`src/rtl/pc_fetch_stage.sv`:
```
// Instruction fetch stage: owns the word-addressed PC and the IF/ID register.
// It redirects on branch_taken and latches a sticky error if memory never answers.
module pc_fetch_stage #(
    parameter logic [31:0] RESET_PC  = 32'h0000_0000,
    parameter logic [31:0] NOP_INSTR = 32'h0000_0013,
    parameter int unsigned TIMEOUT   = 15
) (
    input  logic        clk,
    input  logic        reset,
    input  logic        stall,
    input  logic        branch_taken,
    input  logic [31:0] new_PC,
    input  logic        imem_ready,
    input  logic [31:0] imem_rdata,
    output logic        imem_req,
    output logic [31:0] imem_addr,
    output logic [31:0] if_id_pc,
    output logic [31:0] if_id_instr,
    output logic        if_id_valid,
    output logic        if_flush,
    output logic        fetch_error,
    output logic [1:0]  state_dbg
);

    // Handshake: a fetch completes in the cycle where imem_req && imem_ready;
    // imem_rdata is captured on that same rising edge. No other cycle moves data.

    typedef enum logic [1:0] {
        ST_BOOT  = 2'd0,
        ST_FETCH = 2'd1,
        ST_ERROR = 2'd2
    } state_t;

    localparam logic [7:0] TIMEOUT_CNT = 8'(TIMEOUT);

    state_t      state, state_next;
    logic [31:0] pc;
    logic [7:0]  wait_cnt;
    logic [7:0]  wait_cnt_plus;
    logic        redirect;
    logic        transfer;
    logic        cnt_inc;
    logic        hit_timeout;

    assign imem_addr     = pc;
    assign state_dbg     = state;
    assign wait_cnt_plus = wait_cnt + 8'd1;

    always_comb begin
        state_next  = state;
        imem_req    = 1'b0;
        redirect    = 1'b0;
        transfer    = 1'b0;
        cnt_inc     = 1'b0;
        hit_timeout = 1'b0;
        case (state)
            ST_BOOT: begin
                state_next = ST_FETCH;
                redirect   = branch_taken;
            end
            ST_FETCH: begin
                imem_req = !stall && !branch_taken;
                redirect = branch_taken;
                transfer = imem_req && imem_ready;
                if (imem_req && !imem_ready) begin
                    cnt_inc = 1'b1;
                    if (wait_cnt_plus == TIMEOUT_CNT) begin
                        hit_timeout = 1'b1;
                        state_next  = ST_ERROR;
                    end
                end
            end
            ST_ERROR: begin
                state_next = ST_ERROR;
            end
            default: begin
                state_next = ST_BOOT;
            end
        endcase
    end

    always_ff @(posedge clk or negedge reset) begin
        if (!reset) begin
            state       <= ST_BOOT;
            pc          <= RESET_PC;
            wait_cnt    <= 8'd0;
            if_id_pc    <= 32'd0;
            if_id_instr <= NOP_INSTR;
            if_id_valid <= 1'b0;
            if_flush    <= 1'b0;
            fetch_error <= 1'b0;
        end else begin
            state    <= state_next;
            if_flush <= redirect;
            if (redirect) begin
                // A redirect wins over stall and discards any same-cycle fetch.
                pc          <= new_PC;
                if_id_pc    <= 32'd0;
                if_id_instr <= NOP_INSTR;
                if_id_valid <= 1'b0;
                wait_cnt    <= 8'd0;
            end else if (transfer) begin
                pc          <= pc + 32'd1;
                if_id_pc    <= pc;
                if_id_instr <= imem_rdata;
                if_id_valid <= 1'b1;
                wait_cnt    <= 8'd0;
            end else if (cnt_inc) begin
                if_id_instr <= NOP_INSTR;
                if_id_valid <= 1'b0;
                wait_cnt    <= wait_cnt_plus;
                if (hit_timeout) begin
                    fetch_error <= 1'b1;
                end
            end else if (state == ST_ERROR) begin
                if_id_valid <= 1'b0;
            end
        end
    end

endmodule

```
`config.mk`:
```
export PLATFORM = sky130hd
export DESIGN_NAME = pc_fetch_stage
export DESIGN_NICKNAME = d
export VERILOG_FILES = /design/src/rtl/pc_fetch_stage.sv
export SDC_FILE = /design/constraint.sdc
export NUM_CORES = 1
export LEC_CHECK = 0
export BUFFER_PORTS_ARGS = -buffer_cell sky130_fd_sc_hd__buf_2
export CAP_MARGIN = 20
export CORE_MARGIN = 4
export CORE_UTILIZATION = 45
export CTS_CLUSTER_SIZE = 20
export DETAILED_ROUTE_END_ITERATION = 16
export HOLD_SLACK_MARGIN = 0.05
export MAX_ROUTING_LAYER = met4
export PLACE_DENSITY_LB_ADDON = 0.15
export SLEW_MARGIN = 5
export SYNTH_ARGS = -nofsm -noshare
export SYNTH_HDL_FRONTEND = slang
export SYNTH_SLANG_ARGS = --single-unit
```
`constraint.sdc`:
```
create_clock -name clk -period 2.05 [get_ports clk]
set_clock_uncertainty 0.2 [all_clocks]
set_input_delay 0.205 -clock clk [delete_from_list [all_inputs] [get_ports clk]]
set_output_delay 0.205 -clock clk [all_outputs]
set_load 0.01 [all_outputs]
```
## Word level (Yosys, flattened, before mapping)

Cells that the tools add are included.
W data, S select, Z words.

- Reduce and logical (&&, ||, !) cells: 13
- Add/subtract/negate cells: 2
- Bitwise operators: 2
- Multiplexer cells: 25
- Eq/ne operators: 5

Operator list:

| cell | count |
|---|---|
| $mux W32 | 7 |
| $add A32 B1 Y32 const B | 1 |
| $mux W8 | 3 |
| $mux W1 | 12 |
| $add A8 B1 Y8 const B | 1 |
| $eq A8 B4 Y1 const B | 1 |
| $pmux W2 S3 | 1 |
| $mux W2 | 2 |
| $ne A2 B2 Y1 const B | 2 |
| $reduce_and A4 Y1 | 1 |
| $reduce_bool A4 Y1 | 1 |
| $logic_and A1 B1 Y1 | 3 |
| $logic_not A1 Y1 | 3 |
| $reduce_bool A3 Y1 | 1 |
| $eq A2 B1 Y1 const B | 1 |
| $eq A2 B2 Y1 const B | 1 |
| $logic_not A2 Y1 | 1 |
| $not A1 Y1 | 2 |
| $reduce_and A2 Y1 | 1 |
| $reduce_bool A2 Y1 | 1 |
| $reduce_or A2 Y1 | 1 |

- Bits in registers: 109
- Input port bits: 69
- Output and inout port bits: 102

## Logic depth before layout (Yosys ltp)

Gate-level depths: netlist of the first run.

- Depth in word-level cells: 8
- Gate-level depth with buffers: 9
- Mapped depth without buffers: 8

## Least setup slack after synthesis of the first run

OpenSTA, ideal clock, no wires.

- Path kind: register to register
- Start point: register state[1], in the netlist state_dbg[1]
- End point: register wait_cnt[3]
- Cell stages (with the launch flop): 8
- Data arrival time: 1.870 ns
- Setup slack: -0.138 ns
- Clock period less this slack: 2.188 ns
- Path through: dfrtp_1 -> inv_1 -> ha_1 -> nor3b_1 -> or2_1 -> clkbuf_1 -> o21ai_0 -> a21o_1

- Cells in the longest elaborated chain, start to end: 4

Ends and longest elaborated chain:

| what | line | RTL |
|---|---|---|
| start: declaration | 36 | `state_t state, state_next;` |
| start signal: assignment | 93 | `state <= state_next;` |
| $eq A2 B1 Y1 or $logic_not A2 Y1 (tied branches) | 56 | `case (state)` |
| $reduce_or A2 Y1 (no line) or $mux W1 (tied branches) | -- |  |
| $mux W1 or $mux W8 (tied branches) | 56, 102 |  |
| $reduce_bool A3 Y1 (no line) or $mux W8 (tied branches) | -- |  |
| end signal: assignment | 111 | `wait_cnt <= wait_cnt_plus;` |
| end: declaration | 38 | `logic [7:0] wait_cnt;` |

Several ways; a longest one is shown, not always the timed one.
A chain may end at the register's enable or synchronous reset.

## Final worst setup path of the first run

- Start point: register wait_cnt[0]
- End point: register state[0], in the netlist state_dbg[0]

- Cells in the longest elaborated chain, start to end: 4

Ends and longest elaborated chain:

| what | line | RTL |
|---|---|---|
| $add A8 B1 Y8 | 47 | `assign wait_cnt_plus = wait_cnt + 8'd1;` |
| $eq A8 B4 Y1 | 67 | `if (wait_cnt_plus == TIMEOUT_CNT) begin` |
| $ne A2 B2 Y1 (no line) | -- |  |
| $reduce_and A2 Y1 (no line) | -- |  |

No other way between the ends.

==> metrics.md, run 1 <==
| Metric | Value |
|---|---|
| Max incr delay on CP | `0.44 ns` |
| Largest family of logic cells by synthesized area | `compound AO/OA/AOI/OAI gates` |
| Leak | `0.00375 uW` |
| Combinational Power Share | `21.3%` |
| Number of library cell types mapped by synthesis | `59` |
| Post-synth EDFFs | `0` |
| Area contributors post-synth | `dfrtp_1 (54%), a22o_1 (9.4%), nand2_1 (4.0%)` |
| RSZ-0062 raised after global routing | `true` |
| Worst slew pin tran | `0.603 ns` |
| Int Power | `3260 uW` |
| Post-DP HPWL | `10700 um` |
| MaxCap Viol Count | `0` |
| Clock share of power | `27.8%` |
| Worst Setup Start Kind | `flop` |
| Sequential-to-total area share from yosys stat | `55.3%` |
| H-tree Lvls | `3` |
| Slew Limit Fails | `0` |
| IO buf count | `170` |
| Sequential share of power | `50.9%` |
| Total CTS buffers | `9` |
| TritonCTS clock tree | `built` |
| Worst min-delay path class | `in2reg` |
| Final cell count without fillers | `867` |
| Rel. slew slack | `59.6%` |
| Post-Route WL | `15800 um` |
| DRT Pass-1 Iters | `4` |
| RePlAce Congestion | `0.829` |
| Ys Warns | `0` |
| Setup TNS Final | `0 ns` |
| Final setup viols | `0` |
| Share of cells above drive strength 1 | `40.5%` |
| Clock transition at path regs | `0.11 ns` |
| Largest net degree at the start of global routing | `56` |
| Post-Syn Area | `4940 um^2` |
| Psw | `1470 uW` |
| Outcome | `finished clean` |
| Synth top area share | `53.7%` |
| Chip width | `113 um` |
| CP required | `2.11 ns` |
| Total power | `4740 uW` |
| CTS max path bufs | `2` |
| Final Hold Fails | `0` |
| Total clock sinks | `109` |
| GRT Total Usage | `25.1%` |
| Final Critical Period | `2.05 ns` |
| Post-route DRC | `0` |
| Initial Util | `47.0%` |
| # nets final | `802` |
| Worst path arrival time | `2.11 ns` |
| Post-detailed-route wirelength per cell | `18.2 um` |
| Xor and xnor area share after synthesis | `1.06%` |
| Biggest area consumer among synthesized cells | `dfrtp_1` |
| Cell Count Post-Placement | `776` |
| Mux share of post-synthesis cell area | `0.862%` |
| Period utilisation layout | `99.8%` |
| Critical Path End Type | `flop` |
| Root buf cell | `clkbuf_8` |
| Synth Flop Type | `dfrtp_1` |
| Final antenna-violating net count | `0` |
| Initial antenna violation count | `0` |
| Die height | `113 um` |
| Flop2flop setup slack | `0.003 ns` |
| Slowest CP cell | `dfrtp_1` |
| Crit path max fanout | `3` |
| Vias | `4790` |
| Pwr dens | `632 nW/um^2` |
| Final worst slack | `0.00317 ns` |
| Clock Latency Late Sink | `0.38 ns` |
| Synth Area in Compound Gates | `22.1%` |
| Post-synthesis async set-or-reset flop share | `100%` |
| Total gr overflow | `0` |
| Synth Area in Simple Gates | `15.4%` |
| Post-synthesis adder-cell area fraction | `1.77%` |
| Vias in the first global route | `4822` |
| Core Area | `10500 um^2` |
| Critical Path, Cell by Cell | `inv_1 > ha_1 > nor4b_4 > nand2_2 > o41ai_4 > mux2_4` |
| Seq cells post-synth | `109` |
| N_diodes | `0` |
| Critical path class | `reg2reg` |
| Cell row count | `37` |
| Area grow syn2layout | `51.7%` |
| Synth Area per Inst | `11.2 um^2` |
| Global-route wire length before repair | `25100 um` |
| Switch share | `31.1%` |
| Io pins | `171` |
| Via-per-instance ratio | `5.52` |
| Iter 0 DRT Violations | `427` |
| DP Worst Slack | `-0.121 ns` |
| Syn_nets | `516` |
| Die ar. | `12700 um^2` |
| Max VDD drop | `0.000400 V` |
| F_max | `489 MHz` |
| Gate Count Post-Synth | `440` |
==> sequential cells by signal (all words and copies together), names as in the netlist <==
| register | flops |
|---|---|
| if_id_instr | 32 |
| if_id_pc | 32 |
| imem_addr | 32 |
| wait_cnt | 8 |
| state_dbg | 2 |
| fetch_error | 1 |
| if_flush | 1 |
| if_id_valid | 1 |
==> metal layers <==
layer  vias to the layer above  routed length [um]  global-route usage (%)
met5                         -                   0                       -
met3                        16                 931                    4.76
met2                       170                7680                    39.8
met1                      2361                6980                    33.6
li1                       2243                   -                       -
met4                         0                 200                    6.25
==> what timing repair did <==
action | CTS | global route
resized for setup | 9 | 22
endpoints found under the hold margin | 173 | 0
pin swaps | 2 | 5
setup buffers | 2 | 7
hold buffers | 66 | 0
setup endpoints to repair | 8 | 38
==> kinds of logic after synthesis <==
group | count (synthesis)
AO/OA/AOI/OAI | 143
adder cells (fa/ha/maj) | 7
multiplexers | 4
flip-flops | 109
buffers and inverters | 36
XOR/XNOR | 6
AND/OR/NAND/NOR | 135
==> power groups by stage <==
stage | clock network, uW | registers (uW) | logic (uW)
final | 1320 | 2410 | 1010
after floorplan | 0 | 2530 | 293
after CTS | 1360 | 2400 | 978
after global placement | 0 | 2440 | 852
after detailed placement | 0 | 2440 | 870
after global routing | 1440 | 2430 | 1100
==> metrics by stage <==
step | cell area (um^2) | hold slack (ns) | util (%)
final | 7490 | 0.146 | 71.3
after global routing | 7490 | 0.144 | 71.3
after CTS | 7320 | 0.130 | 69.7
after detailed placement | 6390 | -0.115 | 60.8
after global placement | 6390 | -0.115 | 60.8
after floorplan | 4980 | -0.291 | -
==> cell usage after synthesis (3+ instances only) <==
cell and instances:
dfrtp_1 106, a22o_1 53, nand2_1 52, o21ai_0 24, nand3_1 23, clkbuf_1 15, o211ai_1 14, nor2_1 10
inv_1 9, a22oi_1 8, and3_1 7, ha_1 7, o21ai_1 7, o311ai_1 7, a21oi_1 6, buf_2 6
nand2b_1 6, nor3_1 6, a221o_1 5, nand4_1 4, xor2_1 4, a31oi_1 3, dfstp_2 3, nand3_2 3
nor3b_1 3, o22a_1 3, or4_1 3
==> path summary, 6_finish.rpt <==
| kind | startpoint | to | depth (start not counted) |
|---|---|---|---|
| min reg2reg | if_id_pc[30] | if_id_pc[30] | 2 |
| min | stall | wait_cnt[6] | 4 |
| max in group asynchronous | reset | if_id_pc[8] | 3 |
| max | wait_cnt[0] | state_dbg[0] | 6 |
| max reg2reg | wait_cnt[0] | state_dbg[0] | 6 |
| min in group asynchronous | reset | if_flush | 3 |
==> cells in the final DEF, fill, tap and decap left out, types with 3 or more instances in the layout <==
| cell type | netlist | layout |
|---|---|---|
| a31oi_1 | 3 | 3 |
| a221o_1 | 5 | 5 |
| o21ai_0 | 24 | 23 |
| buf_12 | 0 | 9 |
| a21oi_1 | 6 | 6 |
| buf_2 | 6 | 169 |
| o211ai_1 | 14 | 14 |
| inv_1 | 9 | 8 |
| o22a_1 | 3 | 3 |
| and3_1 | 7 | 6 |
| nand2_1 | 52 | 50 |
| nor4_4 | 2 | 3 |
| dlygate4sd3_1 | 0 | 66 |
| clkbuf_8 | 1 | 9 |
| nand2b_1 | 6 | 5 |
| clkinv_8 | 0 | 3 |
| nor3_1 | 6 | 5 |
| dfrtp_1 | 106 | 106 |
| or4_1 | 3 | 3 |
| o21ai_1 | 7 | 7 |
| nand2_2 | 1 | 3 |
| nand3_1 | 23 | 20 |
| xor2_1 | 4 | 4 |
| buf_4 | 0 | 55 |
| ha_1 | 7 | 4 |
| dfstp_2 | 3 | 3 |
| nand4_1 | 4 | 4 |
| nand3_2 | 3 | 4 |
| o311ai_1 | 7 | 6 |
| a22oi_1 | 8 | 8 |
| a22o_1 | 53 | 53 |
| nor2_1 | 10 | 7 |
==> worst max-delay path: cells and delay by family, from the launching register on <==
kind / cells / cell delay (ns)
buffers and inverters: 1 / 0.08
flip-flops: 1 / 0.44
AND/OR/NAND/NOR: 2 / 0.32
AO/OA/AOI/OAI: 1 / 0.41
adder cells (fa/ha/maj): 1 / 0.15
multiplexers: 1 / 0.34
==> area by class of cell <==
cell class / count / area (um^2)
inverter: 10 / 37.5
timing repair buffer: 301 / 2130
clock buffer: 9 / 124
tap: 136 / 170
fill: 756 / 3020
multi-input combinational: 295 / 2220
sequential: 109 / 2730
clock inverter: 7 / 82.6
No activity file was read; power rests on OpenSTA's default activity.
==> inputs of run 2 (changes only) <==
--- a/config.mk
+++ b/config.mk
@@ -14,6 +14,7 @@
 export HOLD_SLACK_MARGIN = 0.05
 export MAX_ROUTING_LAYER = met4
 export PLACE_DENSITY_LB_ADDON = 0.15
+export RECOVER_POWER = 100
 export SLEW_MARGIN = 5
 export SYNTH_ARGS = -nofsm -noshare
 export SYNTH_HDL_FRONTEND = slang
==> run 2 against run 1 <==
Against the previous run:
- the run now ends with negative setup slack left
- global-route usage unchanged
- clock-buffer cell count unchanged
- largest power group unchanged
- die area unchanged
- fmax down 0.19%
- highest routed layer unchanged
==> metrics.md, run 2 (same netlist as run 1, synthesis figures left out) <==
| Metric | Value |
|---|---|
| Commonest cells after routing, fill and taps aside | `dfrtp_1 (106), clkbuf_1 (96), buf_2 (94) (was buf_2 (169), dfrtp_1 (106), dlygate4sd3_1 (66))` |
| Root buf cell | `clkbuf_8 (unchanged)` |
| Fillers | `850 (was 756)` |
| Leak | `0.00335 uW (was 0.00375 uW)` |
| Worst slew pin tran | `1.03 ns (was 0.603 ns)` |
| Clock Latency Late Sink | `0.38 ns (about the same)` |
| CTS max path bufs | `2 (unchanged)` |
| Final cell count without fillers | `867 (unchanged)` |
| Vias | `4829 (was 4790)` |
| GRT Total Usage | `25.1% (unchanged)` |
| Total power | `4650 uW (was 4740 uW)` |
| Critical Path, Cell by Cell | `inv_1 > ha_1 > nor4b_4 > nand2_2 > o41ai_4 > mux2_4 (unchanged)` |
| RSZ-0062 raised after global routing | `true (unchanged)` |
| MaxCap Viol Count | `0 (unchanged)` |
| Initial Util | `47.0% (unchanged)` |
| Post-detailed-route wirelength per cell | `18.3 um (was 18.2 um)` |
| IO buf count | `170 (unchanged)` |
| Area grow syn2layout | `46.7% (was 51.7%)` |
| Core Area | `10500 um^2 (unchanged)` |
| Post-Route WL | `15900 um (was 15800 um)` |
| Initial antenna violation count | `0 (unchanged)` |
| Pwr dens | `642 nW/um^2 (was 632 nW/um^2)` |
| Final antenna-violating net count | `0 (unchanged)` |
| Crit path max fanout | `3 (unchanged)` |
| Rel. slew slack | `31.3% (was 59.6%)` |
| Die ar. | `12700 um^2 (unchanged)` |
| Util after Layout | `68.9% (was 71.3%)` |
| Slowest CP cell | `dfrtp_1 (unchanged)` |
| Final Critical Period | `2.05 ns (about the same)` |
| # nets final | `802 (unchanged)` |
| Failing checks | `negative setup slack` |
| Chip width | `113 um (unchanged)` |
| Period utilisation layout | `100% (was 99.8%)` |
| Critical path class | `reg2reg (unchanged)` |
| Critical Path End Type | `flop (unchanged)` |
| Total gr overflow | `0 (unchanged)` |
| Io pins | `171 (unchanged)` |
| Die height | `113 um (unchanged)` |
| Global-route wire length before repair | `25100 um (unchanged)` |
| H-tree Lvls | `3 (unchanged)` |
| Clock transition at path regs | `0.11 ns (about the same)` |
| Slew Limit Fails | `0 (unchanged)` |
| Max VDD drop | `0.000399 V (was 0.000400 V)` |
| Worst min-delay path class | `in2reg (unchanged)` |
| Vias in the first global route | `4822 (unchanged)` |
| Most common cell after layout, fill and taps aside | `dfrtp_1 (was buf_2)` |
| Cell row count | `37 (unchanged)` |
| Max incr delay on CP | `0.44 ns (about the same)` |
| Final worst slack | `-0.000792 ns (was 0.00317 ns)` |
| F_max | `488 MHz (was 489 MHz)` |
| DRT Pass-1 Iters | `5 (was 4)` |
| Final Hold Fails | `0 (unchanged)` |
| Cell Count Post-Placement | `776 (unchanged)` |
| Worst path arrival time | `2.12 ns (was 2.11 ns)` |
| Final setup viols | `1 (was 0)` |
| Share of cells above drive strength 1 | `26.9% (was 40.5%)` |
| N_diodes | `0 (unchanged)` |
| Total CTS buffers | `9 (unchanged)` |
| Total clock sinks | `109 (unchanged)` |
| Setup TNS Final | `-0.000792 ns (was 0 ns)` |
| Largest net degree at the start of global routing | `56 (unchanged)` |
| Via-per-instance ratio | `5.57 (was 5.52)` |
| Post-route DRC | `0 (unchanged)` |
| CP required | `2.12 ns (was 2.11 ns)` |
| RePlAce Congestion | `0.829 (unchanged)` |
| Post-DP HPWL | `10700 um (unchanged)` |
| Iter 0 DRT Violations | `364 (was 427)` |
| TritonCTS clock tree | `built (unchanged)` |
| Worst Setup Start Kind | `flop (unchanged)` |
| Outcome | `finished, violations left (was finished clean)` |
[run 2: cell types whose count changed in the layout (fill, tap and decap cells not counted), moves of 3 or more]
cell / previous run / this run
clkbuf_1: 0 / 96
buf_2: 169 / 94
buf_4: 55 / 28
clkbuf_4: 0 / 7
buf_12: 9 / 3
clkbuf_2: 0 / 3
[run 2: timing repair]
| item | in CTS | in global routing |
|---|---|---|
| hold buffers | 66 | 0 |
| endpoints found under the setup margin | 8 | 38 |
| pin swaps | 2 | 5 |
| resized for setup | 9 | 22 |
| endpoints found under the hold margin | 173 | 0 |
| setup buffers | 2 | 7 |
[run 2: layout make-up]
cell class | instances | area [um^2] | area share (%)
clock inverters | 7 | 82.6 | 1.14
well taps | 136 | 170 | 2.35
multi-input cells | 295 | 2220 | 30.6
inverters | 10 | 37.5 | 0.518
flip-flops and latches | 109 | 2730 | 37.7
clock buffers | 9 | 124 | 1.71
repair buffers | 301 | 1880 | 26.0
[run 2: stage by stage]
stage / setup WS (ns) / hold slack [ns] / cell area (um^2)
final: -0.000792 / 0.152 / 7240
after detailed placement: -0.121 / -0.115 / 6390
after global placement: 0.0221 / -0.115 / 6390
after global routing: -0.0583 / 0.144 / 7240
after CTS: -0.0149 / 0.130 / 7320
after floorplan: -0.0278 / -0.291 / 4980
[run 2: final timing paths]
check                      slack (ns)    startpoint  depth (start not counted)         endpoint
setup / recovery              -0.0008   wait_cnt[0]                          6     state_dbg[0]
max in group asynchronous        0.39         reset                          3      if_id_pc[8]
min in group asynchronous        0.53         reset                          3  if_id_instr[19]
hold / removal                   0.15         stall                          4      wait_cnt[6]
setup reg to reg              -0.0008   wait_cnt[0]                          6     state_dbg[0]
hold reg to reg                  0.30  if_id_pc[30]                          2     if_id_pc[30]
[run 2: per-layer routing]
| metal | share of wire (%) | routed length [um] | global-route usage (%) |
|---|---|---|---|
| met5 | 0 | 0 | - |
| met4 | 1.6 | 248 | 6.25 |
| met3 | 6.4 | 1010 | 4.76 |
| met2 | 48 | 7660 | 39.8 |
| met1 | 44 | 6950 | 33.6 |
[run 2: power breakdown]
group	switching (uW)	leakage (uW)	internal, uW
clock	826	0.0000987	484
sequential	121	0.00141	2290
combinational	517	0.00184	410
total	1460	0.00335	3180
[run 2: worst max-delay path, delay by kind of cell (launching register included)]
| kind | cells | cell delay, ns |
|---|---|---|
| multiplexers | 1 | 0.34 |
| adder cells (fa/ha/maj) | 1 | 0.15 |
| flip-flops | 1 | 0.44 |
| AO/OA/AOI/OAI | 1 | 0.41 |
| buffers and inverters | 1 | 0.08 |
| AND/OR/NAND/NOR | 2 | 0.32 |
